[src/rtl/dds_pkg.sv]
// Shared DDS types and default widths.
// Used by the sweep controller and the phase accumulator.
package dds_pkg;

  localparam int PHASE_W_DEF = 10;
  localparam int DWELL_W_DEF = 16;

  typedef enum logic [1:0] {
    IDLE,
    LOAD,
    DWELL,
    DONE
  } state_t;

  typedef enum logic {
    DIR_UP,
    DIR_DOWN
  } dir_t;

endpackage

[src/rtl/dds_dwell_timer.sv]
// Loadable down-counter with zero flag.
// Holds at zero until reloaded.
module dds_dwell_timer #(
  parameter int W = 16
) (
  input  logic         clock,
  input  logic         reset,
  input  logic         load,
  input  logic [W-1:0] value,
  output logic         zero
);

  logic [W-1:0] cnt;

  always_ff @(posedge clock) begin
    if (reset) begin
      cnt <= '0;
    end else if (load) begin
      cnt <= value;
    end else if (cnt != '0) begin
      cnt <= cnt - W'(1);
    end
  end

  assign zero = (cnt == '0);

endmodule

[src/rtl/dds_sweep_controller.sv]
// DDS tuning-word sweep sequencer.
// Define SWEEP_BIDIR_EN to build the up-down (triangle) sweep.
module dds_sweep_controller
  import dds_pkg::*;
#(
  parameter int PHASE_W = PHASE_W_DEF,
  parameter int DWELL_W = DWELL_W_DEF
) (
  input  logic               clock,
  input  logic               reset,
  input  logic               start,
  input  logic               abort,
  input  logic [PHASE_W-1:0] cfg_start_inc,
  input  logic [PHASE_W-1:0] cfg_stop_inc,
  input  logic [PHASE_W-1:0] cfg_step,
  input  logic [DWELL_W-1:0] cfg_dwell,
  input  logic               cfg_continuous,
  input  logic               cfg_bidir,
  output logic [PHASE_W-1:0] phase_inc,
  output logic               phase_clear,
  output logic               acc_enable,
  output logic               busy,
  output logic               done
);

  state_t state;

  logic [PHASE_W-1:0] sh_start;
  logic [PHASE_W-1:0] sh_stop;
  logic [PHASE_W-1:0] sh_step;
  logic [DWELL_W-1:0] sh_dwell;
  logic               sh_cont;

  logic tmr_load;
  logic tmr_zero;

  logic [PHASE_W:0]   up_sum;
  logic [PHASE_W-1:0] up_next;
  logic               at_peak;
  logic               word_end;
  logic [PHASE_W-1:0] nxt_inc;

`ifdef SWEEP_BIDIR_EN
  logic               sh_bidir;
  dir_t               dir;
  dir_t               nxt_dir;
  logic [PHASE_W:0]   dn_diff;
  logic [PHASE_W-1:0] dn_next;
`else
  logic               unused_bidir;
  assign unused_bidir = cfg_bidir;
`endif

  assign tmr_load = (state == LOAD) ||
                    (state == DWELL && tmr_zero);

  dds_dwell_timer #(
    .W(DWELL_W)
  ) u_timer (
    .clock(clock),
    .reset(reset),
    .load (tmr_load),
    .value(sh_dwell),
    .zero (tmr_zero)
  );

  // Extra MSB keeps the sum from wrapping past stop.
  always_comb begin
    up_sum  = {1'b0, phase_inc} + {1'b0, sh_step};
    up_next = (up_sum >= {1'b0, sh_stop}) ?
              sh_stop : up_sum[PHASE_W-1:0];
    at_peak = (phase_inc >= sh_stop) ||
              (sh_step == '0);
  end

`ifdef SWEEP_BIDIR_EN
  always_comb begin
    dn_diff = {1'b0, phase_inc} - {1'b0, sh_step};
    dn_next = (dn_diff[PHASE_W] ||
               dn_diff[PHASE_W-1:0] < sh_start) ?
              sh_start : dn_diff[PHASE_W-1:0];
  end

  // Turn around only when a descent actually exists.
  always_comb begin
    word_end = 1'b0;
    nxt_inc  = phase_inc;
    nxt_dir  = dir;
    if (dir == DIR_DOWN) begin
      if (phase_inc <= sh_start) word_end = 1'b1;
      else nxt_inc = dn_next;
    end else if (at_peak) begin
      if (sh_bidir && sh_step != '0 &&
          phase_inc > sh_start) begin
        nxt_dir = DIR_DOWN;
        nxt_inc = dn_next;
      end else begin
        word_end = 1'b1;
      end
    end else begin
      nxt_inc = up_next;
    end
  end
`else
  always_comb begin
    word_end = at_peak;
    nxt_inc  = at_peak ? phase_inc : up_next;
  end
`endif

  always_ff @(posedge clock) begin
    if (reset) begin
      state       <= IDLE;
      phase_inc   <= '0;
      phase_clear <= 1'b0;
      acc_enable  <= 1'b0;
      busy        <= 1'b0;
      done        <= 1'b0;
      sh_start    <= '0;
      sh_stop     <= '0;
      sh_step     <= '0;
      sh_dwell    <= '0;
      sh_cont     <= 1'b0;
`ifdef SWEEP_BIDIR_EN
      sh_bidir    <= 1'b0;
      dir         <= DIR_UP;
`endif
    end else if (abort) begin
      state       <= IDLE;
      phase_clear <= 1'b0;
      acc_enable  <= 1'b0;
      busy        <= 1'b0;
      done        <= 1'b0;
    end else begin
      unique case (state)
        IDLE: begin
          done <= 1'b0;
          if (start) begin
            sh_start <= cfg_start_inc;
            sh_stop  <= cfg_stop_inc;
            sh_step  <= cfg_step;
            sh_dwell <= cfg_dwell;
            sh_cont  <= cfg_continuous;
`ifdef SWEEP_BIDIR_EN
            sh_bidir <= cfg_bidir;
`endif
            busy     <= 1'b1;
            state    <= LOAD;
          end
        end
        LOAD: begin
          phase_inc   <= sh_start;
          phase_clear <= 1'b1;
          acc_enable  <= 1'b1;
`ifdef SWEEP_BIDIR_EN
          dir         <= DIR_UP;
`endif
          state       <= DWELL;
        end
        DWELL: begin
          phase_clear <= 1'b0;
          if (tmr_zero) begin
            if (word_end) begin
              if (sh_cont) begin
                state <= LOAD;
              end else begin
                done       <= 1'b1;
                acc_enable <= 1'b0;
                state      <= DONE;
              end
            end else begin
              phase_inc <= nxt_inc;
`ifdef SWEEP_BIDIR_EN
              dir       <= nxt_dir;
`endif
            end
          end
        end
        DONE: begin
          done  <= 1'b0;
          busy  <= 1'b0;
          state <= IDLE;
        end
      endcase
    end
  end

endmodule

[config.mk]
export PLATFORM = sky130hd
export DESIGN_NAME = dds_sweep_controller
export DESIGN_NICKNAME = d
export VERILOG_FILES = /design/src/rtl/dds_pkg.sv /design/src/rtl/dds_dwell_timer.sv /design/src/rtl/dds_sweep_controller.sv
export SDC_FILE = /design/constraint.sdc
export NUM_CORES = 1
export LEC_CHECK = 0
export CORE_MARGIN = 2
export CORE_UTILIZATION = 45
export DETAILED_ROUTE_END_ITERATION = 16
export PLACE_DENSITY = 0.68
export REMOVE_ABC_BUFFERS = 1
export SLEW_MARGIN = 10
export SYNTH_ARGS = -nofsm -noshare
export SYNTH_HDL_FRONTEND = slang
export SYNTH_SLANG_ARGS = --single-unit
[constraint.sdc]
create_clock -name clock -period 4.3 [get_ports clock]
set_clock_uncertainty 0.05 [all_clocks]
set_input_delay 0.645 -clock clock [delete_from_list [all_inputs] [get_ports clock]]
set_output_delay 0.645 -clock clock [all_outputs]
set_load 0.01 [all_outputs]
# After elaboration in Yosys (flattened, before gate mapping)
# Index checks and enable logic that the tools add are counted.
# word_totals
ff_bits	79
latchBits	0
ramBits	0
mem_bits_ro	0
inputBits	52
out_inout_bits	14
memories	0
# op_classes
add_sub_neg	2
mul	0
div	0
n_lt_le_gt_ge	2
n_eq_ne	8
shifts	0
muxes	22
bitwise	1
reduce_logical	19
# op_table
op	count
$mux W16	2
$mux W10	3
$pmux W10 S2	1
$logic_not A16 Y1	1
$reduce_bool A16 Y1	1
$sub A16 B1 Y16 const B	1
$reduce_and A4 Y1	3
$add A10 B10 Y11	1
$ge A11 B10 Y1	1
$ge A10 B10 Y1	1
$logic_not A10 Y1	1
$ne A2 B2 Y1 const B	5
$mux W2	4
$pmux W1 S2	4
$pmux W2 S4	1
$reduce_bool A2 Y1	4
$mux W1	7
$reduce_and A3 Y1	2
$eq A2 B2 Y1 const B	2
$reduce_or A2 Y1	2
$eq A2 B1 Y1 const B	1
$logic_not A2 Y1	1
$logic_or A1 B1 Y1	2
$reduce_and A2 Y1	1
2 further kinds	2

# Longest topological paths before layout
# depth
word_depth	6
mapped_depth	16

# Hierarchy
# A second synthesis with hierarchy kept.
# hier_totals
hier_cells	550
area_unflattened_um2	4446.8
# modules_own_cells
mod	n_inst	cells_each	area_per_inst_um2
dds_sweep_controller	1	434	3482.1
dds_dwell_timer	1	116	964.7

# Least setup slack after synthesis
# No wires, ideal clock.
# synth_timing
path_type	reg-to-reg
from	reg phase_inc[0]
to	reg phase_inc[2]
t_arrival_ps	3116
slack_ps	1075
path_stages_with_launch	17
n_path_buf	1
synth_period_minus_slack_ps	3225
path_cell_list	dfxtp_1 > ha_1 > inv_1 > fa_1 > nor2b_1 > o21a_1 > nor2_1 > xnor2_1 > ha_1 > a21o_1 > a211o_1 > a41oi_1 > or3_1 > buf_1 > nand3_1 > a31oi_1 > a22o_1
# synth_between
elab_chain_cells	6
elab_cells_between_ends	10
cone_classes	add/sub: 1; order compare: 2; eq/ne: 1; mux: 4; reduce/logical: 2
# synth_lines
item	line	source
from (decl)	dds_sweep_controller.sv:19	output logic [PHASE_W-1:0] phase_inc,
from (signal assigned)	dds_sweep_controller.sv:152	phase_inc <= sh_start;
from (signal assigned)	dds_sweep_controller.sv:172	phase_inc <= nxt_inc;
$add A10 B10 Y11	dds_sweep_controller.sv:69	up_sum = {1'b0, phase_inc} + {1'b0, sh_step};
$ge A11 B10 Y1	dds_sweep_controller.sv:70	up_next = (up_sum >= {1'b0, sh_stop}) ?
$mux W10	dds_sweep_controller.sv:70	
$mux W10	dds_sweep_controller.sv:163	if (word_end) begin
$mux W10	dds_sweep_controller.sv:162	if (tmr_zero) begin
$pmux W10 S2	dds_sweep_controller.sv:135	unique case (state)
# Parallel ways exist; a longest one is shown, timed or not. The select of a mux whose other input is x is not followed.
# A chain may end at the register's enable or synchronous reset.

# Worst setup path in the final report
# layout_timing
from	reg phase_inc[0]
to	reg phase_inc[9]
# The elaborated chain is that of the path after synthesis.

==> results <==
- The run finished with clean final reports.
- The internal power of the cells totals around 1500 µW.
- The type of element capturing the critical path is a flop.
- The number of global-route vias before repair is 3754.
- On the critical path, the stage with the largest delay is an instance of sky130_fd_sc_hd__nor3_1.
- The most numerous cell type found on the critical path is sky130_fd_sc_hd__ha_1.
- The final cell count without fillers is 729.
- The data arrival time of the critical path is around 4000 ps.
- For this run, the post-layout net count is around 680.
- The number of placed instances, taps included, is 713.
- Based on the critical path, the design can be clocked at up to 0.2606 GHz.
- Yosys mapped a number of flops with a built-in enable equal to 0.
- After floorplanning, the core was sized to cover slightly above 0.009 mm².
- Of the cells placed in the final design, the portion with a size suffix greater than 1 is 0.06667.
- The initial detailed-routing violation count is 199.
- The number of gates resized after CTS was 0.
- The sequential cell area is 0.001582 mm².
- The die height is 102.0 µm.
- Along the worst path, the maximum fanout reaches 7.
- The flip-flop and latch count after synthesis is 79.
- In the layout the commonest cells are sky130_fd_sc_hd__nand2_1, sky130_fd_sc_hd__dfxtp_1, sky130_fd_sc_hd__clkdlybuf4s50_1.
- The area used by multi-input combinational logic is 0.002532 mm².
- The stage delay of the slowest cell on the critical path is 670 ps.
- The share of total power dissipated in combinational logic is 0.289.
- The longest clock path from root to sink contains 2 buffers.
- The HPWL after detailed placement is 7325 µm.
- Leaving out fill and tap cells, the most frequent cell in the layout is sky130_fd_sc_hd__nand2_1.
- The slew at the pin with the worst max-slew slack is 1007 ps.
- The filler cell count is around 900.
- The dominant register cell in the synthesized netlist is sky130_fd_sc_hd__dfxtp_1.
- The critical path in this run is classified as flop to flop.
- The initialized floorplan defines 35 standard-cell rows.
- The minimum period implied by the final worst setup slack is 3837 ps.
- The number of I/O port buffers is 64.
- The number of slew-limit violations in the final report was 0.
- In the finished design, the share of the clock period the worst path needs comes to 0.8923.
- Pin placement for this block handled 66 I/O pins.
- The reported max-cap violation count is 0.
- Of the total power, the share spent switching nets is 0.3145.
- The detailed-route via count is 3900.
- The congestion estimate from routability-driven global placement came to 0.8420.
- The die covers between 0.01 and 0.015 mm².
- In this run, CTS created clock tree buffers numbering 9.
- The element type at the critical path start is a flop.
- After detailed routing, the average wire length per cell comes to 14.29 µm.
- The repair_antennas step left the layout with diodes totalling 0.
- The overall fraction of global-route tracks in use is 0.2104.
- From left edge to right edge, the die measures 102.0 µm.
- The area added between synthesis and finish is 22.40%.
- For this design the ratio of total power to cell area is 420.7 mW/mm².
- The proportion of register bits with asynchronous set or reset after synthesis is 0.
- The completed layout was analyzed and its total power is approximately 2200 µW.
- Setup repair after global routing left no endpoint under its margin.
- The initial core utilization is 0.4656.
- TritonCTS built the clock tree.
- After detailed routing, the number of remaining DRC violations is 0.
- At the worst endpoint, the required time is 4540 ps.
- The first global-routing pass estimated 17600 µm of wire.
- Hold is met by 409.3 ps.
- Traced cell by cell, the critical path runs through ha_1 -> inv_1 -> fa_1 -> nor2b_1 -> o2111ai_1 -> a31oi_1 -> xor2_1 -> ha_1 -> nand3_1 -> nor3_1 -> nor2_1 -> o311ai_1 -> a22o_1.
- The total setup buffers inserted after CTS is 0.
- After detailed routing, the number of vias per cell comes to 5.350.
- The cell at the root of the clock tree is sky130_fd_sc_hd__clkbuf_8.
- Summed over all layers, the global routing overflow is 0.
- The share of total power dissipated in sequential elements is 0.409.
- The final hold violation count was 0.
- In this run the remaining antenna-violating nets after routing total 0.
- The path category of the worst min-delay check is flop to flop.
- The number of warning messages in the yosys log is 0.
- For this design the total switching power over the nets is 700.0 µW.
- After routing the design area is between 0.005 and 0.006 mm².
- Summed over all cells, the static leakage comes to 0.002021 µW.
- Entering global routing, the biggest net connects 48 pins.
- The first-pass detailed-route iteration total is 5.
- Setup violations remaining at the end of the flow were counted as 0.
- The average size of a mapped cell is 7.961 µm².
- Synthesis produced a netlist whose cell count is 543.
- The initial antenna violation count is 0.
- The clock net in this run drives a total of a little under 80 sinks.
- The clock network latency to the later pin of the worst-skew pair is 340 ps.
- Setup total negative slack on the finished layout was measured at 0 ps.
- The worst pin sits at a relative slew slack of 0.3273.
- The worst supply voltage drop on vdd is between 0.15 and 0.2 mV.
- Broken down by cell family, the worst path's largest delay share belongs to simple AND/OR/NAND/NOR gates.
- The count of hold-fix buffers inserted at cts is 0.
- The H-tree level count is 3.
- The share of the Yosys chip area taken by registers is 0.3658.
- The final routed wirelength across all metal layers is 10420 µm.
- After detailed placement, the total cell area comes to 0.005046 mm².
- The clock power share is 0.302.
- Clock-pin slew was measured on the worst setup and hold paths at 80 ps.
- After synthesis the cells add up to 0.004323 mm².
- The critical path buffer and inverter count is 1.
- The synthesized netlist contains 54 unique library cells.
-- cell type report --
class,count,share of cell area
Multi-Input combinational cell,410,0.4786
Clock inverter,6,0.02034
Sequential cell,79,0.2989
Timing Repair Buffer,69,0.1272
Tap cell,129,0.03050
Clock buffer,10,0.02601
Inverter,26,0.01844
-- cells in the mapped netlist, types with 3 or more instances --
master | n | area share
sky130_fd_sc_hd__ha_1 | 35 | 0.10
sky130_fd_sc_hd__inv_1 | 25 | 0.022
sky130_fd_sc_hd__nand3_1 | 11 | 0.013
sky130_fd_sc_hd__a22o_1 | 9 | 0.018
sky130_fd_sc_hd__o211ai_1 | 6 | 0.010
sky130_fd_sc_hd__nor3_1 | 9 | 0.010
sky130_fd_sc_hd__a31oi_1 | 12 | 0.017
sky130_fd_sc_hd__dfxtp_1 | 79 | 0.37
sky130_fd_sc_hd__o21a_1 | 4 | 0.0069
sky130_fd_sc_hd__xor2_1 | 9 | 0.018
sky130_fd_sc_hd__o21ai_0 | 18 | 0.021
sky130_fd_sc_hd__a211oi_1 | 15 | 0.026
sky130_fd_sc_hd__nand2_1 | 114 | 0.099
sky130_fd_sc_hd__or3_1 | 5 | 0.0072
sky130_fd_sc_hd__xnor2_1 | 10 | 0.020
sky130_fd_sc_hd__nor2_1 | 40 | 0.035
sky130_fd_sc_hd__buf_1 | 6 | 0.0052
sky130_fd_sc_hd__or2_2 | 4 | 0.0058
sky130_fd_sc_hd__nor2b_1 | 3 | 0.0043
sky130_fd_sc_hd__nand2b_1 | 3 | 0.0043
sky130_fd_sc_hd__clkbuf_1 | 18 | 0.016
sky130_fd_sc_hd__a21o_1 | 4 | 0.0069
sky130_fd_sc_hd__a21oi_1 | 63 | 0.073
-- power groups by stage --
stage	clock (µW)	combinational [µW]	sequential, µW
final	673	643	910
after global routing	713	729	925
after CTS	681	645	909
after detailed placement	0	634	925
after global placement	0	620	921
after floorplan	0	470	907
-- path summary, 6_finish.rpt --
path / start / end / slack [ps] / cells after the start
max reg2reg: phase_inc[0] / phase_inc[9] / 460 / 13
max: phase_inc[0] / phase_inc[9] / 460 / 13
min reg2reg: sh_dwell[8] / sh_dwell[8] / 410 / 2
min: sh_dwell[8] / sh_dwell[8] / 410 / 2
-- state kept, by name, indices dropped and copies added (netlist names), 2 cells and up --
register     count
state            2
sh_dwell        16
sh_step         10
phase_inc       10
u_timer.cnt     16
sh_stop         10
sh_start        10
-- kinds of logic after synthesis --
| kind of cell | synth area share |
|---|---|
| xor+xnor | 0.03850 |
| compound gates | 0.2275 |
| fa+ha+maj | 0.1059 |
| buf+inv | 0.05094 |
| simple gates | 0.2087 |
| mux | 0.002605 |
| flops | 0.3658 |
-- per-stage QoR --
stage	util	worst slack, ps
floorplan	-	1100
global placement	0.5435	747.3
global route	0.5699	165.4
CTS	0.5699	569.7
detailed placement	0.5435	644.1
finish	0.5699	463.0
-- worst reg2reg max path: stages (launching register included) --
cell and delay (ps):
sky130_fd_sc_hd__dfxtp_1 400, sky130_fd_sc_hd__ha_1 200, sky130_fd_sc_hd__inv_1 60, sky130_fd_sc_hd__fa_1 390, sky130_fd_sc_hd__nor2b_1 190, sky130_fd_sc_hd__o2111ai_1 150
sky130_fd_sc_hd__a31oi_1 300, sky130_fd_sc_hd__xor2_1 170, sky130_fd_sc_hd__ha_1 340, sky130_fd_sc_hd__nand3_1 100, sky130_fd_sc_hd__nor3_1 670, sky130_fd_sc_hd__nor2_1 280
sky130_fd_sc_hd__o311ai_1 300, sky130_fd_sc_hd__a22o_1 180
-- layer usage --
layer	track usage	up-vias	share of wire	wire, µm
li1	-	1996	-	-
met1	0.2935	1802	0.50	5167
met2	0.3335	87	0.45	4732
met3	0.03078	15	0.036	373
met4	0.07385	0	0.014	147
met5	0	-	0	0
Power figures use the tool's default switching activity.
==> RTL edit (same flow settings) <==
Register the output `done` once more, without a reset; this adds one clock of latency there. The other outputs are not delayed to match.
--- a/src/rtl/dds_sweep_controller.sv
+++ b/src/rtl/dds_sweep_controller.sv
@@ -24,2 +24,4 @@
 );
+
+  logic done_s0;
 
@@ -117,3 +119,3 @@
       busy        <= 1'b0;
-      done        <= 1'b0;
+      done_s0     <= 1'b0;
       sh_start    <= '0;
@@ -132,3 +134,3 @@
       busy        <= 1'b0;
-      done        <= 1'b0;
+      done_s0     <= 1'b0;
     end else begin
@@ -136,3 +138,3 @@
         IDLE: begin
-          done <= 1'b0;
+          done_s0 <= 1'b0;
           if (start) begin
@@ -166,3 +168,3 @@
               end else begin
-                done       <= 1'b1;
+                done_s0    <= 1'b1;
                 acc_enable <= 1'b0;
@@ -179,3 +181,3 @@
         DONE: begin
-          done  <= 1'b0;
+          done_s0 <= 1'b0;
           busy  <= 1'b0;
@@ -187,2 +189,6 @@
 
+  always_ff @(posedge clock) begin
+    done <= done_s0;
+  end
+
 endmodule
Check against the original RTL: not equivalent (Yosys sat finds a counterexample within 4 cycles, from zero or initial values and one cycle with reset high).
==> RTL edit against the original RTL <==
  * Maximum frequency up 4.1%
  * Sequential cell count up 1
  * Power down 5.2%
  * Routed wire length down 3.0%
  * Area after synthesis up 0.46%
  * Combinational power about the same
  * Cell area down 0.99%
  * Setup slack better by 0.15 ns
  * Largest cell class unchanged
  * Highest routed layer unchanged
==> RTL edit: results (changes against the original RTL) <==
mean number of vias per cell 5.331 (was 5.350); post-place instance area 5044 um^2 (was 5046 um^2); transition at the pin with the smallest max-transition slack 1.012 ns (was 1.007 ns); number of iterations in the first detailed-routing pass 4 (was 5); Max Cap Viol 0 (unchanged); combinational cell power 0.643 mW (about the same); total global routing track utilization 20.49% (was 21.04%); routed vias 3876 (was 3900); Max Fclk 271.2 MHz (was 260.6 MHz); DP Cell Count 711 (was 713); leading post-synthesis cells by cell area sky130_fd_sc_hd__dfxtp_1 (37%), sky130_fd_sc_hd__ha_1 (10%), sky130_fd_sc_hd__nand2_1 (9.9%) (unchanged); via count of the first global-routing pass 3570 (was 3754); worst-case setup slack after placement 0.6546 ns (was 0.6441 ns); total power divided by cell area 402.9 nW/um^2 (was 420.7 nW/um^2); worst min path class reg -> reg (unchanged); largest vdd supply drop 196.8 uV (was 192.8 uV); net switching fraction of the power 33.65% (was 31.45%); HPWL after DPL 7.249 mm (was 7.325 mm); Crit path arrival time 3.93 ns (was 4.07 ns); insertion delay to the later sink of the worst-skew pair 0.36 ns (was 0.34 ns); layout cell share with drive strength beyond 1 6.020% (was 6.667%); Critical Path Max Stage Delay 0.62 ns (was 0.67 ns); clock input transition at the sequential cells of the worst setup and hold paths 0.09 ns; setup slack of the most critical reg-to-reg path 0.61 ns (was 0.46 ns); area share of the largest cell type after synthesis 36.88% (was 36.58%); cell types with the highest counts after synthesis sky130_fd_sc_hd__nand2_1 (114), sky130_fd_sc_hd__dfxtp_1 (80), sky130_fd_sc_hd__a21oi_1 (63), sky130_fd_sc_hd__nor2_1 (40), sky130_fd_sc_hd__ha_1 (35) (was sky130_fd_sc_hd__nand2_1 (114), sky130_fd_sc_hd__dfxtp_1 (79), sky130_fd_sc_hd__a21oi_1 (63), sky130_fd_sc_hd__nor2_1 (40), sky130_fd_sc_hd__ha_1 (35)); sequential logic power 0.919 mW (was 0.910 mW); LEAKAGE 1.986 nW (was 2.021 nW); portion of the post-synthesis area used by sequential elements 36.88% (was 36.58%); result of the run finished, final reports clean (unchanged); antenna fix cells 0 (unchanged); Gate Count Post-Synth 544 (was 543); post-detailed-route wirelength per cell 13.90 um (was 14.29 um); final RePlAce weighted congestion 0.8649 (was 0.8420); final net count 681 (was 683); number of warning messages in the yosys log 0 (unchanged); Resized cells post-CTS 0 (unchanged); global-route wire length before repair 17.12 mm (was 17.60 mm); starting DRC count in detailed routing 186 (was 199)
==> RTL edit: logic make-up (layout without fill, tap and decap cells) <==
kind of cell	after synthesis	count (layout)	share of synthesized area, %
simple gates	205	205	20.77
compound gates	149	149	22.65
flops	80	80	36.88
buf+inv	54	108	5.070
fa+ha+maj	36	36	10.54
xor+xnor	19	19	3.832
mux	1	1	0.2593
==> RTL edit: critical path, delay by kind of cell (launching register included) <==
family / cells / cell delay [ns]
simple gates: 4 / 1.14
fa+ha+maj: 3 / 0.92
compound gates: 4 / 0.91
flops: 1 / 0.40
xor+xnor: 1 / 0.16
buf+inv: 1 / 0.05
==> RTL edit: worst min path at each step <==
stage / from / end / slack (ns) / cells past startpoint
6_report: done_s0 / done / 0.33 / 0
3_5_place_dp: done_s0 / done / 0.32 / 0
2_1_floorplan: done_s0 / done / 0.30 / 0
3_3_place_gp: done_s0 / done / 0.31 / 0
5_1_grt: done_s0 / done / 0.34 / 0
4_1_cts: done_s0 / done / 0.33 / 0
==> RTL edit: routing by layer <==
| metal | track usage (%) | vias up | wire, um |
|---|---|---|---|
| met4 | 6.564 | 0 | 118 |
| met3 | 2.736 | 10 | 522 |
| met2 | 32.14 | 82 | 4436 |
| met1 | 29.25 | 1786 | 5027 |
| met5 | 0 | - | 0 |
| li1 | - | 1998 | - |
==> RTL edit: area by class of cell <==
cell class / count / area [um^2]
fill: 920 / 4045
multi-input combinational: 410 / 2540
sequential: 80 / 1602
timing repair buffer: 66 / 650.6
tap: 129 / 161.4
clock buffer: 10 / 127.6
inverter: 26 / 97.59
clock inverter: 6 / 60.06
